## config.mk

```make
export PLATFORM = sky130hd
export DESIGN_NAME = clock_set_ctrl
export DESIGN_NICKNAME = d
export VERILOG_FILES = /design/src/rtl/clock_set_ctrl.sv
export SDC_FILE = /design/constraint.sdc
export NUM_CORES = 1
export LEC_CHECK = 0
export ABC_AREA = 1
export BUFFER_PORTS_ARGS = -buffer_cell sky130_fd_sc_hd__buf_2
export CORE_MARGIN = 5
export CORE_UTILIZATION = 60
export CTS_CLUSTER_SIZE = 10
export DETAILED_ROUTE_END_ITERATION = 8
export PLACE_DENSITY_LB_ADDON = 0.05
export SLEW_MARGIN = 20
export SYNTH_ARGS = -nofsm -noshare
export SYNTH_HDL_FRONTEND = slang
export SYNTH_SLANG_ARGS = --single-unit
```

## constraint.sdc

```tcl
create_clock -name clk -period 4.43 [get_ports clk]
set_input_delay 0.886 -clock clk [delete_from_list [all_inputs] [get_ports clk]]
set_output_delay 0.886 -clock clk [all_outputs]
set_load 0.03 [all_outputs]
```

## src/rtl/clock_set_ctrl.sv

```systemverilog
// clock_set_ctrl: button-driven hour/minute setting controller for a wall clock.
//   clk          in   system clock, rising edge
//   reset        in   asynchronous active-low reset
//   btn_mode     in   debounced mode button level (async)
//   btn_inc      in   debounced increment button level (async)
//   cur_hour     in   live hour 0..23 from the clock datapath
//   cur_min      in   live minute 0..59 from the clock datapath
//   clock_hold   out  freezes datapath counting while setting
//   load_strobe  out  one-cycle load of load_hour/load_min into the datapath
//   load_hour    out  shadow hour
//   load_min     out  shadow minute
//   blink_hour   out  blank hour digits
//   blink_min    out  blank minute digits
//   tick_1hz     out  one-cycle pulse every TICK_DIV cycles
module clock_set_ctrl #(
    parameter int TICK_DIV  = 50_000_000,
    parameter int TIMEOUT_S = 10
) (
    input  logic       clk,
    input  logic       reset,
    input  logic       btn_mode,
    input  logic       btn_inc,
    input  logic [4:0] cur_hour,
    input  logic [5:0] cur_min,
    output logic       clock_hold,
    output logic       load_strobe,
    output logic [4:0] load_hour,
    output logic [5:0] load_min,
    output logic       blink_hour,
    output logic       blink_min,
    output logic       tick_1hz
);
    localparam int PW = $clog2(TICK_DIV);
    localparam int IW = $clog2(TIMEOUT_S + 1);

    typedef enum logic [1:0] {RUN, SET_HOUR, SET_MIN, COMMIT} state_t;

    state_t        state_q, state_d;
    logic [2:0]    mode_sync_q, mode_sync_d, inc_sync_q, inc_sync_d, warm_q, warm_d;
    logic [PW-1:0] pre_q, pre_d;
    logic [IW-1:0] idle_q, idle_d;
    logic [4:0]    hour_q, hour_d;
    logic [5:0]    min_q, min_d;
    logic          phase_q, phase_d, hold_q, hold_d, strobe_q, strobe_d;
    logic          bh_q, bh_d, bm_q, bm_d;
    logic          mode_p, inc_p, in_set;

    // warm_q gates edge detection until the synchronizer holds three real
    // samples, so a button already held at reset release is not a press
    assign mode_p      = warm_q[2] & mode_sync_q[1] & ~mode_sync_q[2];
    assign inc_p       = warm_q[2] & inc_sync_q[1] & ~inc_sync_q[2];
    assign tick_1hz    = pre_q == PW'(TICK_DIV - 1);
    assign clock_hold  = hold_q;
    assign load_strobe = strobe_q;
    assign load_hour   = hour_q;
    assign load_min    = min_q;
    assign blink_hour  = bh_q;
    assign blink_min   = bm_q;

    always_comb begin
        mode_sync_d = {mode_sync_q[1:0], btn_mode};
        inc_sync_d  = {inc_sync_q[1:0], btn_inc};
        warm_d      = {warm_q[1:0], 1'b1};
        pre_d       = tick_1hz ? '0 : pre_q + 1'b1;
        in_set      = (state_q == SET_HOUR) || (state_q == SET_MIN);
        state_d     = state_q;
        hour_d      = hour_q;
        min_d       = min_q;
        idle_d      = (mode_p | inc_p) ? '0 : (tick_1hz && in_set) ? idle_q + 1'b1 : idle_q;
        phase_d     = phase_q ^ tick_1hz;
        case (state_q)
            RUN: if (mode_p) begin
                state_d = SET_HOUR;
                hour_d  = cur_hour;
                min_d   = cur_min;
                phase_d = 1'b0;
            end
            SET_HOUR: if (mode_p) begin
                state_d = SET_MIN;
                phase_d = 1'b0;
            end else if (inc_p) begin
                hour_d = (hour_q == 5'd23) ? 5'd0 : hour_q + 5'd1;
            end else if (idle_q == IW'(TIMEOUT_S)) begin
                state_d = RUN;
            end
            SET_MIN: if (mode_p) begin
                state_d = COMMIT;
            end else if (inc_p) begin
                min_d = (min_q == 6'd59) ? 6'd0 : min_q + 6'd1;
            end else if (idle_q == IW'(TIMEOUT_S)) begin
                state_d = RUN;
            end
            default: state_d = RUN;
        endcase
        // outputs registered from the next state so they align with state_q
        hold_d   = state_d != RUN;
        strobe_d = state_d == COMMIT;
        bh_d     = (state_d == SET_HOUR) && phase_d;
        bm_d     = (state_d == SET_MIN) && phase_d;
    end

    always_ff @(posedge clk or negedge reset) begin
        if (!reset) begin
            state_q     <= RUN;
            mode_sync_q <= '0;
            inc_sync_q  <= '0;
            warm_q      <= '0;
            pre_q       <= '0;
            idle_q      <= '0;
            hour_q      <= '0;
            min_q       <= '0;
            phase_q     <= 1'b0;
            hold_q      <= 1'b0;
            strobe_q    <= 1'b0;
            bh_q        <= 1'b0;
            bm_q        <= 1'b0;
        end else begin
            state_q     <= state_d;
            mode_sync_q <= mode_sync_d;
            inc_sync_q  <= inc_sync_d;
            warm_q      <= warm_d;
            pre_q       <= pre_d;
            idle_q      <= idle_d;
            hour_q      <= hour_d;
            min_q       <= min_d;
            phase_q     <= phase_d;
            hold_q      <= hold_d;
            strobe_q    <= strobe_d;
            bh_q        <= bh_d;
            bm_q        <= bm_d;
        end
    end
endmodule
```

==> load_flow_metrics.sql <==
INSERT INTO impl_metrics (metric_group, metric, value, unit) VALUES
('run_status', 'outcome', 'completed', ''),
('run', 'maximum_capacitance_violations', '0', ''),
('drt', 'postRouteWirelength', '6.35', 'mm'),
('cts', 'cts_resized', '0', ''),
('floorplanning', 'starting_density_of_the_core', '61.3', '%'),
('sta', 'worst-slew-pin-transition', '0.551', 'ns'),
('finish', 'final-seq-area', '1430', 'sq um'),
('finish', 'filler_cell_count', '397', ''),
('pwr', 'ir_worst_vdd', '233', 'uV'),
('grt', 'pin_count_of_the_biggest_net_entering_global_routing', '36', ''),
('synth', 'syn_avg_cell_area', '7.65', 'sq um'),
('finish', 'final_net_count', '467', ''),
('cts', 'clock_tree.htree_level_count', '3', ''),
('critical_path', 'r2r.worst_path.cells', '9', ''),
('grt', 'track_usage', '22.0', '%'),
('sta', 'postLayoutSetupSlackWorst', '1.39', 'ns'),
('cts', 'cts_sinks', '57', ''),
('finish', 'utilization', '70.2', '%'),
('critical_path', 'cp-end-kind', 'output port', ''),
('synth', 'synth_cells', '404', ''),
('sta', 'setup-violations-final', '0', ''),
('hold_path', 'hp_class', 'flop to flop', ''),
('finish', 'mostFrequentLayoutCell', 'nand2_1', ''),
('cts', 'worst_skew_pair.late_latency', '0.33', 'ns'),
('finish', 'most_frequent_cells_in_the_layout', 'nand2_1, nor2_1, dfrtp_1', ''),
('pwr', 'power.static_leakage', '1.80', 'nW'),
('drt', 'drt_pre_antenna_iters', '4', ''),
('place', 'port-buffer-count', '30', ''),
('critical_path', 'cp.required', '3.54', 'ns'),
('grt', 'first_global_vias', '2482', ''),
('sta', 'timing.setup.tns', '0', 'ns'),
('drt', 'viasPerCell', '4.97', ''),
('sta', 'hold_violations', '0', ''),
('synth', 'synthDistinctLibCells', '29', ''),
('finish', 'total_area_of_multi_input_combinational_cells', '1440', 'sq um'),
('cts', 'tritoncts_clock_tree', 'built', ''),
('synth', 'ys_warn_count', '0', ''),
('drt', 'drc_errors', '0', ''),
('hold_path', 'min_path_cells', '0', ''),
('place', 'post-place-cells', '502', ''),
('finish', 'fin_cells', '518', ''),
('sta', 'slew_violations', '0', ''),
('finish', 'final_cell_area', '3540', 'sq um'),
('pwr', 'design_power_total', '1.78', 'mW'),
('place', 'area_after_detailed_placement', '3310', 'sq um'),
('sta', 'timing.final.crit_share', '68.7', '%'),
('floorplanning', 'die-width', '81.8', 'um'),
('sta', 'finClkSkew', '0.00458', 'ns'),
('place', 'place_hpwl', '4.73', 'mm'),
('floorplanning', 'core-area', '5040', 'sq um'),
('place', 'dp_worst_setup_slack', '1.75', 'ns'),
('grt', 'grt_overflow_total', '0', ''),
('critical_path', 'critPathArrivalTime', '2.16', 'ns'),
('synth', 'synthesis.nets', '428', ''),
('floorplanning', 'row_count', '26', ''),
('sta', 'relSlewSlack', '63.1', '%'),
('finish', 'num_antenna_cells', '0', ''),
('floorplanning', 'top_level_ports', '31', ''),
('floorplanning', 'die-area', '6690', 'sq um'),
('critical_path', 'critical_path_class', 'flop to output port', ''),
('floorplanning', 'die_height', '81.8', 'um'),
('synth', 'post_synthesis_sequential_area_ratio', '46.2', '%'),
('sta', 'final_critical_period', '3.04', 'ns'),
('drt', 'wl_per_cell', '12.3', 'um'),
('grt', 'grt_antenna_before_repair', '0', ''),
('cts', 'cts_hold_buffers', '0', ''),
('sta', 'grt_setup_unrepaired', 'no', ''),
('critical_path', 'crit_fanout', '6', ''),
('cts', 'tritoncts_buffer_count', '9', ''),
('sta', 'max_clock_freq', '0.329', 'GHz'),
('grt', 'grt_first_pass_wirelength', '11.0', 'mm'),
('synth', 'syn-cell-area', '3090', 'sq um'),
('drt', 'initialDrtViolationCount', '106', ''),
('cts', 'postCtsSetupBuffers', '0', ''),
('finish', 'area_growth_syn_to_layout', '14.6', '%'),
('sta', 'fin_hold_ws', '0.347', 'ns'),
('pwr', 'power.density_cell_area', '502', 'nW/um^2'),
('cts', 'root_buffer_cell', 'clkbuf_8', ''),
('drt', 'detail-route-antenna-nets', '0', ''),
('cts', 'clk_path_buf_depth', '2', ''),
('cts', 'worst_setup_hold_path_clk_slew', '0.06', 'ns'),
('place', 'gpl.final_weighted_congestion', '0.894', ''),
('drt', 'total_via_count_after_detailed_routing', '2572', ''),
('synth', 'number_of_storage_elements_in_the_synthesis_netlist', '57', ''),
('finish', 'post_route_cells_drive_above_1_share', '12.5', '%'),
('critical_path', 'critPathLaunchType', 'flop', '');
[cell usage after synthesis]
| master | instances | area, sq um |
|---|---|---|
| xor2_1 | 19 | 166 |
| ha_1 | 9 | 113 |
| nor4b_1 | 1 | 8.76 |
| mux2i_1 | 1 | 10.0 |
| nand2_2 | 3 | 18.8 |
| inv_1 | 52 | 195 |
| a21oi_1 | 7 | 35.0 |
| nor2_1 | 75 | 282 |
| nand4_1 | 7 | 43.8 |
| nor3_2 | 1 | 10.0 |
| and2_1 | 1 | 6.26 |
| nand3b_1 | 1 | 7.51 |
| dfrtp_1 | 57 | 1430 |
| nor3_1 | 7 | 35.0 |
| o31ai_1 | 1 | 7.51 |
| buf_6 | 1 | 11.3 |
| nor2_2 | 1 | 6.26 |
| o21a_1 | 1 | 7.51 |
| nand3_1 | 23 | 115 |
| o21bai_1 | 1 | 7.51 |
| nand2_1 | 110 | 413 |
| inv_2 | 1 | 3.75 |
| o21ai_0 | 12 | 60.1 |
| buf_4 | 1 | 7.51 |
| a22oi_1 | 1 | 7.51 |
| buf_2 | 1 | 5.00 |
| xnor2_1 | 5 | 43.8 |
| conb_1 | 1 | 3.75 |
| nor2_4 | 3 | 33.8 |
[registers in the layout, summed over array words and instances, names as in the netlist, 2 cells and up]
name,count
state_q,2
pre_q,26
load_hour,5
inc_sync_q,3
warm_q,3
idle_q,4
load_min,6
mode_sync_q,3
[routing by layer]
metal	share of wire, %	global-route usage (%)	vias to the layer above
met5	0	0	-
met4	1.4	10.1	0
met3	6.5	5.59	7
met2	45	33.8	75
met1	47	29.1	1164
li1	-	-	1326
[worst paths after layout]
check / slack [ns] / endpoint / start
hold reg to reg: 0.35 / mode_sync_q[1] / mode_sync_q[0]
setup / recovery: 1.39 / tick_1hz / pre_q[0]
hold / removal: 0.35 / mode_sync_q[1] / mode_sync_q[0]
max in group asynchronous: 3.08 / inc_sync_q[2] / reset
min in group asynchronous: 0.52 / load_min[2] / reset
setup reg to reg: 2.61 / idle_q[2] / pre_q[0]
[report_power, final]
group	leakage (nW)	switching [mW]	internal (mW)
combinational	0.952	0.399	0.181
clock	0.115	0.199	0.345
sequential	0.737	0.0619	0.592
[kinds of logic (layout without fill, tap and decap cells)]
group / Yosys count / count (layout) / share of synthesized area [%]
multiplexers: 1 / 1 / 0.324
XOR/XNOR: 24 / 24 / 6.80
AO/OA/AOI/OAI: 23 / 23 / 4.05
other: 1 / 1 / 0.121
AND/OR/NAND/NOR: 233 / 233 / 31.7
adder cells (fa/ha/maj): 9 / 9 / 3.64
flip-flops: 57 / 57 / 46.2
buffers and inverters: 56 / 100 / 7.21
[cell type report]
class / count / share of cell area, %
multi-input cells: 291 / 40.7
clock inverters: 5 / 2.19
clock buffers: 11 / 4.28
inverters: 53 / 5.62
flip-flops and latches: 57 / 40.3
repair buffers: 31 / 4.45
well taps: 70 / 2.47
[critical path: stages, from the launching register on]
cell and delay [ns]:
dfrtp_1 0.42, ha_1 0.27, nand2_2 0.08, nor2_4 0.17, inv_1 0.11, nor2_4 0.16
nand2_1 0.07, nor4b_1 0.28, buf_2 0.26
(Power assumes the default switching activity.)
